===== src/rtl/mic_sample_stream.sv =====
`default_nettype none
// ============================================================================
// Module   : mic_sample_stream
// Purpose  : Strobe rise detect, runtime decimation, saturating gain and a
//            show-ahead FIFO drained over valid/ready.
//            Defining MIC_DC_BLOCK_EN inserts a DC-removal stage before gain.
// Revision : 1.0  initial release
// ============================================================================
module mic_sample_stream #(
  parameter int DATA_W     = 16,
  parameter int DECIM_W    = 4,
  parameter int FIFO_DEPTH = 16
) (
  input  logic                        clk_i,
  input  logic                        rst_n_i,
  input  logic                        enable_i,
  input  logic                        fs_i,
  input  logic [DATA_W-1:0]           data_i,
  input  logic [DECIM_W-1:0]          decim_i,
  input  logic [2:0]                  shift_i,
  input  logic                        clear_ovf_i,
  output logic                        m_valid_o,
  input  logic                        m_ready_i,
  output logic [DATA_W-1:0]           m_data_o,
  output logic [$clog2(FIFO_DEPTH):0] fill_o,
  output logic                        overflow_o
);

  localparam int                 c_ADDR_W = $clog2(FIFO_DEPTH);
  localparam logic [c_ADDR_W:0]  c_FULL   = (c_ADDR_W+1)'(FIFO_DEPTH);
  localparam logic [DATA_W-1:0]  c_MAX    = {1'b0, {(DATA_W-1){1'b1}}};
  localparam logic [DATA_W-1:0]  c_MIN    = {1'b1, {(DATA_W-1){1'b0}}};

  // The value fits in DATA_W bits only if the bits from the new sign position
  // upward are all equal; otherwise clamp by the preserved sign.
  function automatic logic [DATA_W-1:0] gain_sat(input logic [DATA_W-1:0] x,
                                                 input logic [2:0]        sh);
    logic [DATA_W+6:0] wide;
    wide = {{7{x[DATA_W-1]}}, x} << sh;
    if ((&wide[DATA_W+6:DATA_W-1]) || (~|wide[DATA_W+6:DATA_W-1]))
      return wide[DATA_W-1:0];
    return wide[DATA_W+6] ? c_MIN : c_MAX;
  endfunction

  // ---------------------------------------------------------------- select
  logic               r_fs_q1;
  logic               r_fs_q2;
  logic               w_rise;
  logic [DECIM_W-1:0] r_cnt;
  logic [DECIM_W-1:0] w_n_m1;
  logic               w_sel;

  assign w_rise = r_fs_q1 & ~r_fs_q2;
  assign w_n_m1 = (decim_i == '0) ? '0 : decim_i - DECIM_W'(1);
  assign w_sel  = w_rise & enable_i & (r_cnt >= w_n_m1);

  always_ff @(posedge clk_i) begin
    if (!rst_n_i) begin
      r_fs_q1 <= 1'b0;
      r_fs_q2 <= 1'b0;
      r_cnt   <= '0;
    end else begin
      r_fs_q1 <= fs_i;
      r_fs_q2 <= r_fs_q1;
      if (!enable_i)
        r_cnt <= '0;
      else if (w_rise)
        r_cnt <= (r_cnt >= w_n_m1) ? '0 : r_cnt + DECIM_W'(1);
    end
  end

  // ---------------------------------------------------------- gain source
  logic              w_g_v;
  logic [DATA_W-1:0] w_g_x;
  logic [2:0]        w_g_sh;

`ifdef MIC_DC_BLOCK_EN
  logic [DATA_W+7:0] r_acc;
  logic [DATA_W-1:0] r_dc_x;
  logic [2:0]        r_dc_sh;
  logic              r_dc_v;
  logic [DATA_W:0]   w_diff;
  logic [DATA_W-1:0] w_y;

  // acc[DATA_W+7:8] is acc >>> 8 truncated to the sample width
  assign w_diff = {r_dc_x[DATA_W-1], r_dc_x} - {r_acc[DATA_W+7], r_acc[DATA_W+7:8]};
  assign w_y    = (w_diff[DATA_W] == w_diff[DATA_W-1]) ? w_diff[DATA_W-1:0]
                : (w_diff[DATA_W] ? c_MIN : c_MAX);

  always_ff @(posedge clk_i) begin
    if (!rst_n_i) begin
      r_acc   <= '0;
      r_dc_x  <= '0;
      r_dc_sh <= '0;
      r_dc_v  <= 1'b0;
    end else begin
      r_dc_v <= w_sel;
      if (w_sel) begin
        r_dc_x  <= data_i;
        r_dc_sh <= shift_i;
      end
      if (r_dc_v)
        r_acc <= r_acc + {{7{w_diff[DATA_W]}}, w_diff};
    end
  end

  assign w_g_v  = r_dc_v;
  assign w_g_x  = w_y;
  assign w_g_sh = r_dc_sh;
`else
  assign w_g_v  = w_sel;
  assign w_g_x  = data_i;
  assign w_g_sh = shift_i;
`endif

  // ---------------------------------------------------------- stage reg
  logic              r_stg_v;
  logic [DATA_W-1:0] r_stg;

  always_ff @(posedge clk_i) begin
    if (!rst_n_i) begin
      r_stg_v <= 1'b0;
      r_stg   <= '0;
    end else begin
      r_stg_v <= w_g_v;
      if (w_g_v)
        r_stg <= gain_sat(w_g_x, w_g_sh);
    end
  end

  // ---------------------------------------------------------------- FIFO
  logic [DATA_W-1:0]   r_mem [FIFO_DEPTH];
  logic [c_ADDR_W-1:0] r_wr_ptr;
  logic [c_ADDR_W-1:0] r_rd_ptr;
  logic [c_ADDR_W:0]   r_count;
  logic                r_ovf;
  logic                w_full;
  logic                w_pop;
  logic                w_push;
  logic                w_drop;

  // A pop frees the slot for a same-cycle push even when full
  assign w_full = (r_count == c_FULL);
  assign w_pop  = m_valid_o & m_ready_i;
  assign w_push = r_stg_v & (~w_full | w_pop);
  assign w_drop = r_stg_v & w_full & ~w_pop;

  always_ff @(posedge clk_i) begin
    if (!rst_n_i) begin
      for (int i = 0; i < FIFO_DEPTH; i++)
        r_mem[i] <= '0;
    end else if (w_push) begin
      r_mem[r_wr_ptr] <= r_stg;
    end
  end

  always_ff @(posedge clk_i) begin
    if (!rst_n_i) begin
      r_wr_ptr <= '0;
      r_rd_ptr <= '0;
      r_count  <= '0;
      r_ovf    <= 1'b0;
    end else begin
      if (w_push)
        r_wr_ptr <= r_wr_ptr + c_ADDR_W'(1);
      if (w_pop)
        r_rd_ptr <= r_rd_ptr + c_ADDR_W'(1);
      case ({w_push, w_pop})
        2'b10:   r_count <= r_count + (c_ADDR_W+1)'(1);
        2'b01:   r_count <= r_count - (c_ADDR_W+1)'(1);
        default: r_count <= r_count;
      endcase
      if (w_drop)
        r_ovf <= 1'b1;
      else if (clear_ovf_i)
        r_ovf <= 1'b0;
    end
  end

  assign m_valid_o  = (r_count != '0);
  assign m_data_o   = m_valid_o ? r_mem[r_rd_ptr] : '0;
  assign fill_o     = r_count;
  assign overflow_o = r_ovf;

endmodule
`default_nettype wire

===== config.mk =====
export PLATFORM = sky130hd
export DESIGN_NAME = mic_sample_stream
export DESIGN_NICKNAME = d
export VERILOG_FILES = /design/src/rtl/mic_sample_stream.sv
export SDC_FILE = /design/constraint.sdc
export NUM_CORES = 1
export LEC_CHECK = 0
export CORE_AREA = 2 2 156 158
export CTS_CLUSTER_DIAMETER = 100
export DETAILED_ROUTE_END_ITERATION = 10
export DIE_AREA = 0 0 158 160
export PLACE_DENSITY = 0.76
export SLEW_MARGIN = 15
export SYNTH_ARGS = -nofsm -noshare
export SYNTH_HDL_FRONTEND = slang
export SYNTH_SLANG_ARGS = --single-unit

===== constraint.sdc =====
create_clock -name clk_i -period 3.2 [get_ports clk_i]
set_input_delay 0.64 -clock clk_i [delete_from_list [all_inputs] [get_ports clk_i]]
set_output_delay 0.64 -clock clk_i [all_outputs]
set_load 0.05 [all_outputs]

== Yosys cells after proc, flatten, opt, wreduce, memory -nomap -nowiden ==
Memory sizes are Yosys's and may differ from the RTL's. A register that Yosys moved wholly into a read port is not among the register bits.
Index checks and enable logic that the tools add are counted.

* Add/subtract/negate cells: 6
* $lt $le $gt $ge: 1
* Equal/unequal tests: 3
* Shifts and indexed selects: 1
* Muxes and demuxes: 21
* Bitwise operators: 11
* Reductions and logical operators: 10

{| class="wikitable"
|+ Operators with widths
! operator !! number
|-
| $mux 16 || 5
|-
| $shl 23x3->23 || 1
|-
| $mux 4 || 5
|-
| $reduce_or 16->1 || 1
|-
| $add 4x1->4 const B || 3
|-
| $mux 1 || 10
|-
| $pmux 5 s2 || 1
|-
| $reduce_and 8->1 || 1
|-
| $reduce_or 8->1 || 1
|-
| $and 1x1->1 || 7
|-
| $add 5x1->5 const B || 1
|-
| $eq 5x5->1 const B || 1
|-
| $reduce_bool 5->1 || 1
|-
| $sub 5x1->5 const B || 1
|-
| $ge 4x4->1 || 1
|-
| $logic_not 4->1 || 1
|-
| $reduce_bool 2->1 || 2
|-
| $sub 4x1->4 const B || 1
|-
| $not 1->1 || 3
|-
| $eq 2x1->1 const B || 1
|-
| $eq 2x2->1 const B || 1
|-
| $reduce_and 2->1 || 1
|-
| $logic_not 1->1 || 1
|-
| $logic_or 1x1->1 || 1
|-
| $or 1x1->1 || 1
|}

* Register bits: 37
* Memory bits (writable): 256
* Input port bits: 29
* Output and inout bits: 23
* Word-level logic and storage cells: 63
* Memories kept: 1

{| class="wikitable"
|+ Memories
! memory !! words !! width !! rd ports !! clocked after memory_dff !! write ports !! line !! source
|-
| r_mem || 16 || 16 || 1 || 1 || 16 || 132 || <nowiki>logic [DATA_W-1:0] r_mem [FIFO_DEPTH];</nowiki>
|}

== Depth between registers and ports, before layout ==
* Depth in word-level cells: 9
* Gate-level depth with buffers: 10
* Depth with buffers taken out: 10

== Least setup slack after synthesis ==
No wires, ideal clock.

* Path kind: flip-flop to flip-flop
* Start: register r_count[1] (netlist: fill_o[1])
* End: memory r_mem[4][0] (enable)
* Library setup time: 411 ps
* Arrival time: 2,754 ps
* Data required time: 2,789 ps
* Setup slack: 35 ps
* Stages on the path, launching flop included: 7
* Path buffers: 1
* Period minus slack after synthesis: 3,165 ps
* Path through: dfxtp_1 or4_4 nor3_2 nor2b_2 buf_6 nand3_4 o21ai_0

{| class="wikitable"
|+ RTL lines
! what !! line !! source
|-
| from (decl) || 135 || <nowiki>logic [c_ADDR_W:0] r_count;</nowiki>
|-
| from (signal assigned) || 169 || <nowiki>2'b10: r_count <= r_count + (c_ADDR_W+1)'(1);</nowiki>
|-
| from (signal assigned) || 170 || <nowiki>2'b01: r_count <= r_count - (c_ADDR_W+1)'(1);</nowiki>
|-
| from (signal assigned) || 171 || <nowiki>default: r_count <= r_count;</nowiki>
|-
| to (decl) || 132 ||
|}

==> results.md <==
- Vias in the first global route: 8634
- Crit path time final: ~3.3 ns
- Crit-path max FO: 8
- Post-CTS Hold Fix Bufs: 0
- Mapped Nets: ~1000
- Core Box Area: roughly 0.024 mm2
- Overflow after GRT: 0
- CTS H-tree depth: 1
- Slew Limit Fails: 0
- Pin count of the biggest net entering global routing: 40
- Pre-CTS setup slack: between 0.04 and 0.05 ns
- Die ar.: around 0.025 mm2
- Wirelength, routed: around 33000 um
- Failing checks: setup timing
- Layout Cells excl Fill: ~1400
- Total Nets Final: 1122
- ANT nets after route: 0
- Synth Cell Area: roughly 0.014 mm2
- Drt wl/cell: 22.83 um
- Clk_lat worst skew: between 0.5 and 0.6 ns
- Mux contribution to synthesized area: between 10 and 15%
- CTS max path bufs: 3
- Hold WC Path Type: register to register
- First-pass GRT wire length: around 51000 um
- Main synth FF type: edfxtp_1
- Layout cell share with drive strength beyond 1: between 20% and 30%
- Synth warnings: 0
- Async SR Flop Fraction: 0%
- Initial antenna violation count: 0
- Fin. Hold Viols: 0
- Status: complete, but fails checks
- CP Capture Type: output port
- Count leader, synth: and2_1
- Post-Synth Simple-Gate Area: ~17%
- Register area share after synthesis: 59.67%
- Post-Synth Adder-Cell Area: 1.053%
- Clock root buffer: clkbuf_16
- Top cell type by total area after synthesis: edfxtp_1
- Req. time, crit path: around 2.6 ns
- # IOs: 52
- Max Freq: around 300 MHz
- Arrival time worst endpoint: about 2.7 ns
- Clock-pin transition on the worst setup and hold timing paths: about 0.06 ns
- Vias per cell: 5.924
- CTS sink count: slightly below 300
- DRC: 0
- Startpoint Class: register
- Final worst path period share: 102.7%
- Yosys reg bits: just under 300
- Final setup vio count: 15
- Starting Density: between 50% and 60%
- CTS tree: built
- Final Skew: 0.006917 ns
- DRT iter0 DRCs: 730
- Largest family of logic cells by synthesized area: simple AND/OR/NAND/NOR gates
- Rows: 57
- CP Class: register to output port
- Util after Layout: 69.60%
- Via count: approximately 8500
- Largest cells by area after synthesis: edfxtp_1, mux4_2, and2_1, dfxtp_1, mux2i_1
- Synth Area in XOR/XNOR: less than 1%
- Worst slew margin: 57.06%
- Die X-Extent: roughly 160 um
- Slew @ Worst Pin: ~0.64 ns
- Share of the synthesized area in the top cell type: 53.91%
- RSZ-0062 raised after global routing: yes
- Fillers: ~1600
- Storage element area: between 0.008 and 0.009 mm2
- Die H: 160 um
- Diode count: 0
- Maxcap violations: 0
- Area of the multi-input gates: around 0.0054 mm2
- EDFF count, synth: between 200 and 300
- DP Cell Count: 1362
- DP Wirelength: 20840 um
- Gpl congestion: between 0.8 and 0.9
- Yosys cell types: 57
- Total GRT Usage: between 20% and 30%
- LEAKAGE: approximately 0.006 uW
- Synth Area in Compound Gates: approximately 4.3%
- Pwr/cell area: roughly 690 mW/mm2
- First-pass iteration count of the detailed router: 5
- Synthesized area per cell: 14.27 um2
- PortBufs: 51
- TritonCTS Buffers: 31
- Peak supply drop: 655.4 uV
- Commonest cells in the netlist: and2_1, edfxtp_1, mux4_2
- Area Overhead vs Synth: 16.27%
- PnR worst setup slack: -0.08738 ns
- Post-Synthesis Cells: approximately 1000
==> stage by stage <==
| step | hold slack [ns] | setup TNS [ns] | total power [uW] | area, um2 |
|---|---|---|---|---|
| after floorplan | 0.4269 | 0 | 6705 | 14260 |
| after global placement | 0.4350 | 0 | 7680 | 15380 |
| after detailed placement | 0.4402 | 0 | 7713 | 15380 |
| after CTS | 0.4570 | -1.161 | 11530 | 16630 |
| after global routing | 0.4699 | -1.482 | 11820 | 16580 |
| final | 0.4493 | -0.7595 | 11410 | 16580 |
==> path summary, 6_finish.rpt <==
| kind | startpoint | to | slack, ns | cells past startpoint |
|---|---|---|---|---|
| worst max-delay path | register | m_data_o[9] | -0.09 | 6 |
| worst min-delay path | r_fs_q1 | r_fs_q2 | 0.45 | 1 |
| worst max register to register | fill_o[1] | fill_o[4] | 0.67 | 10 |
| worst min register to register | r_fs_q1 | r_fs_q2 | 0.45 | 1 |
==> final cells by class <==
cell class                      instances  share of cell area (%)
Clock buffer                           38                   4.838
Multi-Input combinational cell        619                   32.75
Clock inverter                         19                  0.6868
Timing Repair Buffer                  124                   7.743
Sequential cell                       297                   51.35
Inverter                                8                  0.1811
Tap cell                              324                   2.445
==> power by group <==
group          switching, uW  internal [uW]  total [uW]
registers                146           4360        4510
clock network           1440           1850        3280
logic                   1900           1720        3620
total                   3480           7930       11400
==> logic make-up (layout without fill, tap and decap cells) <==
kind of cell    Yosys count  count (layout)
simple gates            400             400
flops                   297             297
mux                     111             111
compound gates           84              84
buf+inv                  83             189
fa+ha+maj                12              12
xor+xnor                 12              12
==> sequential cells by signal, summed over array words and instances, names as in the netlist, named ones only <==
name and flops:
r_cnt 4, r_stg 16, r_fs_q1 1, r_stg_v 1, r_rd_ptr 4, r_wr_ptr 4
fill_o 5, r_mem 256, overflow_o 1, r_fs_q2 1
==> routing by layer <==
metal / wire length, um / GRT usage [%] / vias up
met1: 13070 / 37.01 / 4273
met2: 16680 / 44.80 / 283
li1: - / - / 3856
met3: 2072 / 4.993 / 53
met5: 0 / 0 / -
met4: 801 / 7.166 / 0
==> critical path, stage by stage (launching register included) <==
cell and delay, ns:
dfxtp_4 0.44, buf_6 0.15, clkbuf_16 0.15, mux4_2 0.54, mux4_2 0.49, and2_4 0.17
buf_6 0.14
==> cell usage in the layout (no fill, tap or decap), types with 7 or more instances in the layout <==
| cell | n |
|---|---|
| clkinv_1 | 10 |
| and2_4 | 15 |
| dfxtp_1 | 39 |
| a311oi_2 | 10 |
| edfxtp_1 | 256 |
| mux2i_1 | 25 |
| clkdlybuf4s50_1 | 34 |
| nand2b_1 | 9 |
| a21oi_1 | 18 |
| nor2b_1 | 8 |
| buf_6 | 21 |
| o21ai_1 | 12 |
| buf_12 | 7 |
| nand3_1 | 12 |
| nand2_1 | 15 |
| inv_1 | 7 |
| buf_4 | 54 |
| and2_1 | 269 |
| ha_1 | 12 |
| clkbuf_16 | 32 |
| mux4_2 | 80 |
| o21ai_0 | 16 |
| clkbuf_1 | 7 |
| xnor2_1 | 7 |
| nor2_1 | 43 |
==> timing repair <==
action,in CTS,in global routing
pin swaps,0,0
gates cloned,5,1
setup endpoints to repair,17,16
endpoints found under the hold margin,0,0
setup buffers,10,0
resized for setup,44,7
Power figures use the tool's default switching activity.
